===== config.mk =====
export PLATFORM = sky130hd
export DESIGN_NAME = change_dispenser
export DESIGN_NICKNAME = d
export VERILOG_FILES = /design/src/rtl/vm_pkg.sv /design/src/rtl/change_coin_select.sv /design/src/rtl/change_dispenser.sv
export SDC_FILE = /design/constraint.sdc
export NUM_CORES = 1
export LEC_CHECK = 0
export CAP_MARGIN = 20
export CORE_UTILIZATION = 30
export DETAILED_ROUTE_END_ITERATION = 8
export SLEW_MARGIN = 20
export SYNTH_ARGS = -nofsm -noshare
export SYNTH_HDL_FRONTEND = slang
export SYNTH_SLANG_ARGS = --single-unit

===== constraint.sdc =====
create_clock -name clk -period 2.6 [get_ports clk]
set_clock_uncertainty 0.2 [all_clocks]
set_input_delay 0.52 -clock clk [delete_from_list [all_inputs] [get_ports clk]]
set_output_delay 0.52 -clock clk [all_outputs]
set_load 0.02 [all_outputs]

===== src/rtl/vm_pkg.sv =====
// vm_pkg: coin indices, denominations and dispenser states shared by the vending machine blocks.
package vm_pkg;
  localparam int NUM_COINS = 5;
  typedef enum logic [2:0] {COIN_10, COIN_20, COIN_50, COIN_100, COIN_200} coin_e;
  localparam logic [NUM_COINS-1:0][7:0] COIN_VAL = {8'd200, 8'd100, 8'd50, 8'd20, 8'd10};
  typedef enum logic [2:0] {ST_IDLE, ST_SELECT, ST_EJECT, ST_GAP, ST_DONE} disp_state_e;
  function automatic logic [NUM_COINS-1:0] coin_onehot(input coin_e c);
    return NUM_COINS'(1) << c;
  endfunction
endpackage


===== src/rtl/change_coin_select.sv =====
// change_coin_select: picks the highest non-empty denomination that fits the remaining amount.
module change_coin_select
  import vm_pkg::*;
(
  input  logic [7:0]           remaining,
  input  logic [NUM_COINS-1:0] hopper_empty,
  output logic                 found,
  output coin_e                coin_idx
);
  always_comb begin
    found = 1'b0;
    coin_idx = COIN_10;
    for (int i = 0; i < NUM_COINS; i++)
      if (!hopper_empty[i] && COIN_VAL[i] <= remaining) begin
        found = 1'b1;
        coin_idx = coin_e'(3'(i));
      end
  end
endmodule


===== src/rtl/change_dispenser.sv =====
// change_dispenser: pays out a change amount as coins, largest first, one solenoid pulse per coin,
// reporting any amount that cannot be paid as owed.
module change_dispenser
  import vm_pkg::*;
#(
  parameter int PULSE_CYCLES = 3,
  parameter int GAP_CYCLES   = 2
) (
  input  logic                 clk,
  input  logic                 rst_n,
  input  logic                 change_valid,
  input  logic [7:0]           change_amt,
  input  logic [NUM_COINS-1:0] hopper_empty,
  output logic [NUM_COINS-1:0] coin_eject,
  output logic                 busy,
  output logic                 done,
  output logic                 shortfall,
  output logic [7:0]           owed,
  output logic                 req_drop
);
  localparam int MAXC = (PULSE_CYCLES > GAP_CYCLES) ? PULSE_CYCLES : GAP_CYCLES;
  localparam int CW = $clog2(MAXC + 1);
  disp_state_e r_state, w_state_nx;
  coin_e r_coin, w_coin_nx, w_sel_idx;
  logic [7:0] r_remaining, w_remaining_nx, r_owed, w_owed_nx;
  logic [CW-1:0] r_cnt, w_cnt_nx;
  logic [NUM_COINS-1:0] r_eject, w_eject_nx;
  logic r_short, w_short_nx, w_sel_found;
  change_coin_select u_sel (
    .remaining   (r_remaining),
    .hopper_empty(hopper_empty),
    .found       (w_sel_found),
    .coin_idx    (w_sel_idx)
  );
  always_ff @(posedge clk or negedge rst_n)
    if (!rst_n) begin
      r_state     <= ST_IDLE;
      r_coin      <= COIN_10;
      r_remaining <= '0;
      r_owed      <= '0;
      r_cnt       <= '0;
      r_eject     <= '0;
      r_short     <= 1'b0;
    end else begin
      r_state     <= w_state_nx;
      r_coin      <= w_coin_nx;
      r_remaining <= w_remaining_nx;
      r_owed      <= w_owed_nx;
      r_cnt       <= w_cnt_nx;
      r_eject     <= w_eject_nx;
      r_short     <= w_short_nx;
    end
  // Solenoid drive is precomputed from the next state so it comes straight off a flop.
  always_comb begin
    w_state_nx     = r_state;
    w_coin_nx      = r_coin;
    w_remaining_nx = r_remaining;
    w_owed_nx      = r_owed;
    w_cnt_nx       = r_cnt;
    w_eject_nx     = '0;
    w_short_nx     = r_short;
    case (r_state)
      ST_IDLE:
        if (change_valid) begin
          w_remaining_nx = change_amt;
          w_short_nx     = 1'b0;
          w_owed_nx      = '0;
          w_state_nx     = ST_SELECT;
        end
      ST_SELECT:
        if (r_remaining == '0) w_state_nx = ST_DONE;
        else if (w_sel_found) begin
          w_coin_nx  = w_sel_idx;
          w_cnt_nx   = '0;
          w_eject_nx = coin_onehot(w_sel_idx);
          w_state_nx = ST_EJECT;
        end else begin
          w_owed_nx  = r_remaining;
          w_short_nx = 1'b1;
          w_state_nx = ST_DONE;
        end
      ST_EJECT:
        if (r_cnt == CW'(PULSE_CYCLES - 1)) begin
          w_remaining_nx = r_remaining - COIN_VAL[r_coin];
          w_cnt_nx       = '0;
          w_state_nx     = (GAP_CYCLES == 0) ? ST_SELECT : ST_GAP;
        end else begin
          w_cnt_nx   = r_cnt + CW'(1);
          w_eject_nx = coin_onehot(r_coin);
        end
      ST_GAP: begin
        w_cnt_nx   = (r_cnt == CW'(GAP_CYCLES - 1)) ? '0 : r_cnt + CW'(1);
        w_state_nx = (r_cnt == CW'(GAP_CYCLES - 1)) ? ST_SELECT : ST_GAP;
      end
      ST_DONE: w_state_nx = ST_IDLE;
      default: w_state_nx = ST_IDLE;
    endcase
  end
  assign coin_eject = r_eject;
  assign busy       = (r_state != ST_IDLE);
  assign done       = (r_state == ST_DONE);
  assign shortfall  = r_short;
  assign owed       = r_owed;
  assign req_drop   = change_valid && (r_state != ST_IDLE);
endmodule


== Word level (Yosys, flattened, before mapping) ==
Memory sizes are Yosys's and may differ from the RTL's.
Cells that the tools add are included.

* Input bits: 16
* Logic and storage cells: 88
* Bits in read-only memories: 64
* Memories: 1
* Flip-flop bits (word level): 30

{| class="wikitable"
|+ Memories
! memory !! words !! width !! rd ports !! clocked after memory_dff !! write ports !! line !! RTL
|-
| (no name shown) || 8 || 8 || 1 || 0 || 0 || change_dispenser.sv:84 || <nowiki>w_remaining_nx = r_remaining - COIN_VAL[r_coin];</nowiki>
|}

* Reduce and logical (&&, ||, !) cells: 22
* Add/subtract/negate cells: 2
* Equal/unequal tests: 11
* Magnitude comparators: 6
* Mux-type cells: 36
* Shift operators: 2
* Bitwise gates (word level): 1

{| class="wikitable"
|+ Operators with widths
! kind !! number
|-
| two-way mux 8 bit || 6
|-
| case mux 8 bit (2 select lines) || 2
|-
| two-way mux 3 bit || 5
|-
| two-way mux 5 bit || 3
|-
| two-way mux 2 bit || 7
|-
| case mux 3 bit (4 select lines) || 1
|-
| case mux 5 bit (2 select lines) || 1
|-
| left shift 1 x 3 -> 5 bit (first input constant) || 2
|-
| two-way mux 1 bit || 9
|-
| AND reduction 3 bit || 3
|-
| less-or-equal comparator 4 x 8 -> 1 bit (first input constant) || 1
|-
| less-or-equal comparator 5 x 8 -> 1 bit (first input constant) || 1
|-
| less-or-equal comparator 6 x 8 -> 1 bit (first input constant) || 1
|-
| less-or-equal comparator 7 x 8 -> 1 bit (first input constant) || 1
|-
| less-or-equal comparator 8 bit (first input constant) || 1
|-
| logical NOT 8 bit || 1
|-
| != test 2 bit (second input constant) || 4
|-
| subtractor 8 bit || 1
|-
| equality test 3 x 2 -> 1 bit (second input constant) || 2
|-
| logical AND 1 bit || 6
|-
| case mux 2 bit (3 select lines) || 1
|-
| nonzero test 3 bit || 2
|-
| logical NOT 1 bit || 5
|-
| less-than comparator 3 x 4 -> 1 bit (second input constant) || 1
|-
| other kinds (12) || 13
|}

== Logic depth before layout (Yosys ltp) ==
Gate-level depths: netlist of run 1.

* Depth in word-level cells: 10
* Depth in mapped cells: 10

== Modules after synthesis ==
Synthesis of run 1 repeated with hierarchy kept, for this count alone.

* Cell total of the unflattened synthesis: 228
* Area total of the unflattened synthesis: 1,961.9 um^2

{| class="wikitable"
|+ By module, submodules not included
! module !! seq. area each (um^2) !! instances !! cells an instance !! area each (um^2)
|-
| change_dispenser || 750.7 || 1 || 203 || 1,813.0
|-
| change_coin_select || 0.0 || 1 || 25 || 148.9
|}

== Worst setup path after synthesis of run 1 ==
OpenSTA, ideal clock, no wires.

* Path kind: reg2reg
* Start: register r_coin[2]
* End: register r_remaining[7]
* Required time: 2.276 ns
* Cell stages (with the launch flop): 10
* Data arrival time: 2.064 ns
* Setup slack: 0.212 ns
* Library setup time: 0.124 ns
* Cells stage by stage: dfrtp_1 > buf_2 > nor2_1 > ha_1 > fa_1 > nand2b_1 > a2111oi_0 > a311oi_1 > mux2i_1 > a211o_1

* Word-level cells in the longest chain between the ends: 5

{| class="wikitable"
|+ RTL lines
! what !! line !! RTL
|-
| start: declaration || change_dispenser.sv:24 || <nowiki>coin_e r_coin, w_coin_nx, w_sel_idx;</nowiki>
|-
| start signal: assignment || change_dispenser.sv:46 || <nowiki>r_coin <= w_coin_nx;</nowiki>
|-
| memory read (8 x 8 bit) || n/a ||
|-
| two-way mux 8 bit (not written as such) || change_dispenser.sv:84 ||
|-
| subtractor 8 bit || change_dispenser.sv:84 ||
|-
| two-way mux 8 bit || change_dispenser.sv:83 || <nowiki>if (r_cnt == CW'(PULSE_CYCLES - 1)) begin</nowiki>
|-
| case mux 8 bit (2 select lines) || change_dispenser.sv:62 || <nowiki>case (r_state)</nowiki>
|-
| end signal: assignment || change_dispenser.sv:47 || <nowiki>r_remaining <= w_remaining_nx;</nowiki>
|-
| end: declaration || change_dispenser.sv:25 || <nowiki>logic [7:0] r_remaining, w_remaining_nx, r_owed, w_owed_nx;</nowiki>
|}

Every way passes these cells. The select of a mux whose other input is x is not followed.
A chain may end at the register's enable or synchronous reset.

== Worst setup path after layout of run 1 ==
* Start: input port change_valid
* End: output port req_drop

* Word-level cells in the longest chain between the ends: 1

{| class="wikitable"
|+ RTL lines
! what !! line !! RTL
|-
| start: declaration || change_dispenser.sv:11 || <nowiki>input logic change_valid,</nowiki>
|-
| logical AND 1 bit || change_dispenser.sv:104 || <nowiki>assign req_drop = change_valid && (r_state != ST_IDLE);</nowiki>
|-
| end: declaration || change_dispenser.sv:19 || <nowiki>output logic req_drop</nowiki>
|}

Every way passes these cells.

==> reports/results.ini, run 1 <==
[cells_and_area]
n_fill_cell = 618
fin_nets = 286
area_growth_pct = 32.5
final_area_sq_mm = 0.00247
diodes = 0
final_cells = 335
drive_above_1_share = 0.108
final_cell_mix = nand2_1, clkdlybuf4s50_1, dfrtp_1
layout_commonest_cell = nand2_1

[clocking]
cts_buffer_depth = 2
cts_setup_buffers = 0
cts_tree = yes
cts_root_buffer = clkbuf_8
clk_pin_slew_ns = 0.07
cts.htree.levels = 2
ctsHoldBuffers = 0
cts_num_sinks = 30
numCtsBuffers = 5
clkLatencyLatePin_ns = 0.29

[synth]
ys_ff_latch = 30
syn-num-nets = 241
async_flop_share = 1.00
synthesis.area_sq_mm = 0.00187
synth_edf_count = 0
syn_inst = 214
synth_ff_type = dfrtp_1
yosysUniqueCellTypes = 45
ys_warn_count = 0
synth-seq-area-share = 0.402
synth_area_per_cell_sq_um = 8.72

[run_status]
status = complete, no violations

[power_and_ir_drop]
p_switching_w = 0.00138
p_leak_nw = 1.14
pwr-share-comb = 0.585
p_seq_frac = 0.263
p_int_w = 0.00173
p_per_area_mw_per_mm2 = 1260
switching_share = 0.443
ir_drop_mv = 0.444
p_clk_frac = 0.152

[placed_design]
dpl-instance-area_sq_mm = 0.00235
dp_hpwl_um = 3450
io_buffers = 32
globalplace.congestion = 0.833
dp_cells = 327

[timing]
fmax_mhz = 408
finalHoldViolCount = 0
final_max_slew_viol_count = 0
worst_pin_slew_ns = 0.465
rsz0062_at_grt = false
finalSetupViolCount = 0
fin_crit_sh = 0.943
period_needed_ns = 2.45
max-slew-margin-rel = 0.688
fin_tns_setup_ns = 0

[setup_path]
endpoint_kind = primary output
cp_data_arrival_time_ns = 1.73
crit_fanout = 3
start_kind = input port
worst-setup-path-type = in -> out
required_ns = 1.88

[floorplanning]
die_w_um = 80.9
dieArea_sq_mm = 0.00654
io_pins = 33
start_util = 0.313
chipHeight_um = 80.9
rows = 28
core_sq_mm = 0.00596

[detailed_routing]
first_pass_iters = 4
dr.first_iter.drc_count = 93
vias = 1683
ant_nets = 0
viasPerCell = 5.02
drc = 0
totalWireLength_um = 4600
wl_per_cell_um = 13.7

[run]
cap_violations = 0

[hold_path]
hold_class = reg -> reg

[global_route]
grt_pass1_vias = 1622
grt_max_degree = 31
grt.total_usage = 0.157
grt_pass1_wl_um = 7760
overflow = 0
antenna_found_initial = 0

-- repair_timing --
action | 4_1_cts | 5_1_grt
gates resized for setup | 0 | 4
endpoints found under the setup margin | 0 | 1
hold endpoints to repair | 0 | 0
-- worst max-delay path, cell delays in order --
cell             delay [ns]
clkdlybuf4s50_1        0.49
and2_1                 0.13
clkdlybuf4s50_1        0.59
-- path summary, 6_finish.rpt --
check                             start             end  slack [ns]  depth (start not counted)
setup / recovery           change_valid        req_drop        0.15                          3
hold / removal                shortfall       shortfall        0.27                          2
setup reg to reg              r_coin[0]  r_remaining[6]        0.16                         10
hold reg to reg               shortfall       shortfall        0.27                          2
max in group asynchronous         rst_n   coin_eject[1]        1.49                          2
min in group asynchronous         rst_n         owed[5]        0.43                          2
-- cells in the mapped netlist (all sizes together), types with 2 or more instances --
cell type,number,area [sq um]
mux2i,9,90.1
buf,4,20.0
ha,10,125
nor3b,2,26.3
clkbuf,4,15.0
a31oi,2,12.5
nand2,35,139
and2,3,18.8
a311oi,2,17.5
a211oi,2,15.0
o21ai,13,65.1
nor3,10,50.1
a21oi,13,65.1
nor2b,5,31.3
a211o,2,17.5
or3,2,12.5
or4,2,15.0
dfrtp,30,751
o21a,2,22.5
nor2,23,86.3
inv,12,45.0
a32o,3,30.0
nand2b,5,31.3
-- metal layers --
metal | part of all wire | track usage
met5 | 0 | 0
met2 | 0.47 | 0.245
met4 | 0.022 | 0.0714
met1 | 0.48 | 0.205
met3 | 0.034 | 0.0348
-- logic make-up (layout without fill, tap and decap cells) --
group           count (synthesis)  after routing  share of synthesized area
compound gates                 49             49                      0.178
fa+ha+maj                      11             11                     0.0778
buf+inv                        20             66                     0.0429
flops                          30             30                      0.402
mux                             9              9                     0.0483
simple gates                   95             95                      0.250
-- registers in the layout, indices dropped and copies added (netlist names) --
signal,flops
r_state,3
coin_eject,5
r_remaining,8
r_coin,3
shortfall,1
r_cnt,2
owed,8
-- power groups by stage --
stage	logic [W]	clock network, W	registers, W
after global placement	0.00174	0	0.000823
after detailed placement	0.00175	0	0.000826
final	0.00182	0.000471	0.000817
after global routing	0.00202	0.000509	0.000848
after floorplan	0.00118	0	0.000800
after CTS	0.00176	0.000482	0.000817
-- area by class of cell --
class                      instances  area [sq um]  area share
timing repair buffer              46           425       0.172
inverter                          12          45.0      0.0182
clock buffer                       5          68.8      0.0278
sequential                        30           751       0.304
clock inverter                     3          40.0      0.0162
tap                               75          93.8      0.0380
multi-input combinational        164          1050       0.424
-- metrics by stage --
step           total power [W]  utilization  hold slack, ns  setup WS [ns]
2_1_floorplan          0.00198            -          0.0244          0.212
3_3_place_gp           0.00256        0.395           0.261         0.0910
3_5_place_dp           0.00257        0.395           0.263         0.0775
4_1_cts                0.00306        0.413           0.281          0.129
5_1_grt                0.00338        0.415           0.322         0.0162
6_report               0.00311        0.415           0.273          0.149
Note: power is estimated with default switching activity, not from simulation.
==> run 2: changes to the inputs <==
- SYNTH_HIERARCHICAL: not set -> 1
==> run 2 against run 1 <==
Compared with the run above:
- global-route usage decreased by 0.79 points
- power increased by 8.6%
- critical endpoint is now r_remaining[7]
- via count increased by 4.0%
- clock power decreased by 15%
- sequential share of layout area decreased by 1.3 points
- synthesized cell count increased by 6.5%
- die area increased by 5.0%
- setup slack got worse by 0.079 ns
- critical path depth increased by 5
- highest routed layer unchanged
- maximum frequency decreased by 3.1%
==> reports/results.ini, run 2 <==
[run_status]
status = complete, no violations  ; unchanged

[global_route]
grt_pass1_vias = 1760  ; was 1622
grt_max_degree = 31  ; unchanged
grt_pass1_wl_um = 8250  ; was 7760 um
antenna_found_initial = 0  ; unchanged
grt.total_usage = 0.149  ; was 0.157
overflow = 0  ; unchanged

[clocking]
clkLatencyLatePin_ns = 0.28  ; was 0.29 ns
cts_tree = yes  ; unchanged
cts_root_buffer = clkbuf_8  ; unchanged
cts.htree.levels = 2  ; unchanged
ctsHoldBuffers = 0  ; unchanged
cts_setup_buffers = 0  ; unchanged
clk_pin_slew_ns = 0.07  ; about the same
numCtsBuffers = 5  ; unchanged
cts_buffer_depth = 2  ; unchanged
cts_num_sinks = 30  ; unchanged

[synth]
synth_top_area_cell = dfrtp_1  ; unchanged
ys_top_cells_by_count = nand2_1, dfrtp_1, nor2_1  ; unchanged
yosysUniqueCellTypes = 50  ; was 45
synth_area_per_cell_sq_um = 8.60  ; was 8.72 sq um
synthTopCellsByArea = dfrtp_1, nand2_1, ha_1, o21ai_0, a21oi_1  ; was dfrtp_1, nand2_1, ha_1, mux2i_1, nor2_1
synth_edf_count = 0  ; unchanged
syn_inst = 228  ; was 214
synth-seq-area-share = 0.383  ; was 0.402
async_flop_share = 1.00  ; unchanged
synth_ff_type = dfrtp_1  ; unchanged
syn-num-nets = 255  ; was 241
yosys.area.top_type_share = 0.383  ; was 0.402
synthesis.area_sq_mm = 0.00196  ; was 0.00187 sq mm
ys_ff_latch = 30  ; unchanged
ys_warn_count = 6  ; was 0
yosys.cell_count.top_type = nand2_1  ; unchanged

[floorplanning]
io_pins = 33  ; unchanged
die_w_um = 82.9  ; was 80.9 um
core_sq_mm = 0.00631  ; was 0.00596 sq mm
chipHeight_um = 82.9  ; was 80.9 um
dieArea_sq_mm = 0.00687  ; was 0.00654 sq mm
start_util = 0.311  ; was 0.313
rows = 29  ; was 28

[hold_path]
hold_class = reg -> reg  ; unchanged
hp-start = owed[4]  ; was shortfall

[power_and_ir_drop]
pwr-share-comb = 0.619  ; was 0.585
p_leak_nw = 1.11  ; was 1.14 nW
switching_share = 0.460  ; was 0.443
p_seq_frac = 0.263  ; about the same
ir_drop_mv = 0.463  ; was 0.444 mV
p_clk_frac = 0.118  ; was 0.152
p_per_area_mw_per_mm2 = 1310  ; was 1260 mW/mm^2
p_switching_w = 0.00155  ; was 0.00138 W
p_int_w = 0.00182  ; was 0.00173 W

[timing]
rsz0062_at_grt = true  ; was false
finalHoldViolCount = 0  ; unchanged
worst_pin_slew_ns = 0.543  ; was 0.465 ns
fin_crit_sh = 0.973  ; was 0.943
max-slew-margin-rel = 0.638  ; was 0.688
fin_worst_hold_slack_ns = 0.280  ; was 0.273 ns
fmax_mhz = 395  ; was 408 MHz
period_needed_ns = 2.53  ; was 2.45 ns
finalSetupViolCount = 0  ; unchanged
final_max_slew_viol_count = 0  ; unchanged

[setup_path]
crit_fanout = 5  ; was 3
start_kind = flip-flop  ; was input port
worst-setup-path-type = reg -> reg  ; was in -> out
cp_data_arrival_time_ns = 2.49  ; was 1.73 ns
r2r-start = r_coin[2]  ; was r_coin[0]
reg2reg_setup_slack_ns = 0.07  ; was 0.16 ns
crit_path_start = r_coin[2]  ; was change_valid
required_ns = 2.56  ; was 1.88 ns
endpoint_kind = flip-flop  ; was primary output

[placed_design]
dp_hpwl_um = 3530  ; was 3450 um
io_buffers = 32  ; unchanged
globalplace.congestion = 0.822  ; was 0.833
dp_cells = 346  ; was 327

[cells_and_area]
final_cells = 354  ; was 335
layout_commonest_cell = nand2_1  ; unchanged
diodes = 0  ; unchanged
area_growth_pct = 31.5  ; was 32.5%
fin_nets = 303  ; was 286
drive_above_1_share = 0.155  ; was 0.108
final_cell_mix = nand2_1, clkdlybuf4s50_1, dfrtp_1  ; unchanged

[detailed_routing]
drc = 0  ; unchanged
ant_nets = 0  ; unchanged
vias = 1751  ; was 1683
dr.first_iter.drc_count = 107  ; was 93
wl_per_cell_um = 13.3  ; was 13.7 um
first_pass_iters = 4  ; unchanged
totalWireLength_um = 4690  ; was 4600 um
viasPerCell = 4.95  ; was 5.02

[run]
cap_violations = 0  ; unchanged

[run 2: cell count changes after synthesis, moves of 2 or more]
cell	previous run	this run
a32o_1	3	1
and2_1	3	1
buf_2	4	2
mux2_4	0	3
mux2i_1	9	1
nand2_1	34	37
nand2b_1	5	8
nand3b_1	0	2
nor2_1	23	18
nor2b_1	5	7
nor4_2	0	3
o21ai_0	13	15
o21ai_1	0	12
or4_1	2	0
[run 2: worst paths after layout]
| kind | endpoint | cells past startpoint |
|---|---|---|
| min | owed[4] | 2 |
| max reg2reg | r_remaining[7] | 8 |
| min reg2reg | owed[4] | 2 |
| max in group asynchronous | owed[4] | 2 |
| max | r_remaining[7] | 8 |
| min in group asynchronous | coin_eject[3] | 2 |
[run 2: stage by stage]
stage          utilization  total power [W]  area, sq um  worst slack (ns)  TNS [ns]
6_report             0.409          0.00337         2580            0.0702         0
5_1_grt              0.409          0.00371         2580           -0.0322   -0.0322
4_1_cts              0.407          0.00337         2570            0.0387         0
3_5_place_dp         0.391          0.00292         2470          -0.00667  -0.00667
3_3_place_gp         0.391          0.00290         2470            0.0298         0
2_1_floorplan            -          0.00223         1960             0.121         0
[run 2: layer usage]
| layer | GRT usage | part of all wire |
|---|---|---|
| met5 | 0 | 0 |
| met4 | 0.0596 | 0.014 |
| met3 | 0.0219 | 0.045 |
| met2 | 0.235 | 0.46 |
| met1 | 0.204 | 0.49 |
[run 2: critical path, cell delays in order (launching register included)]
cell,delay [ns]
dfrtp_1,0.45
nor2_1,0.10
ha_1,0.22
fa_1,0.40
nand2b_1,0.22
a21o_1,0.19
a311oi_2,0.30
mux2i_1,0.22
o211ai_1,0.11
[run 2: kinds of logic (layout without fill, tap and decap cells)]
kind of cell    after synthesis  count (layout)  share of synthesized area
compound gates               65              65                      0.214
flops                        30              30                      0.383
buf+inv                      22              71                     0.0491
fa+ha+maj                    11              11                     0.0740
simple gates                 95              95                      0.246
mux                           5               5                     0.0338
[run 2: area by class of cell]
cell class,instances,area [sq um]
Clock buffer,6,82.6
Clock inverter,2,12.5
Fill cell,631,3730
Inverter,13,48.8
Multi-Input combinational cell,176,1130
Sequential cell,30,751
Tap cell,77,96.3
Timing Repair Buffer,50,455
[run 2: power groups by stage]
stage          clock, W  combinational, W  sequential (W)
3_5_place_dp          0           0.00203        0.000889
2_1_floorplan         0           0.00130        0.000936
5_1_grt        0.000432           0.00235        0.000928
4_1_cts        0.000412           0.00207        0.000882
6_report       0.000398           0.00209        0.000887
3_3_place_gp          0           0.00201        0.000887
[run 2: what timing repair did]
action / 4_1_cts / 5_1_grt
pin swaps: 0 / 0
endpoints found under the setup margin: 1 / 4
resized for setup: 2 / 3
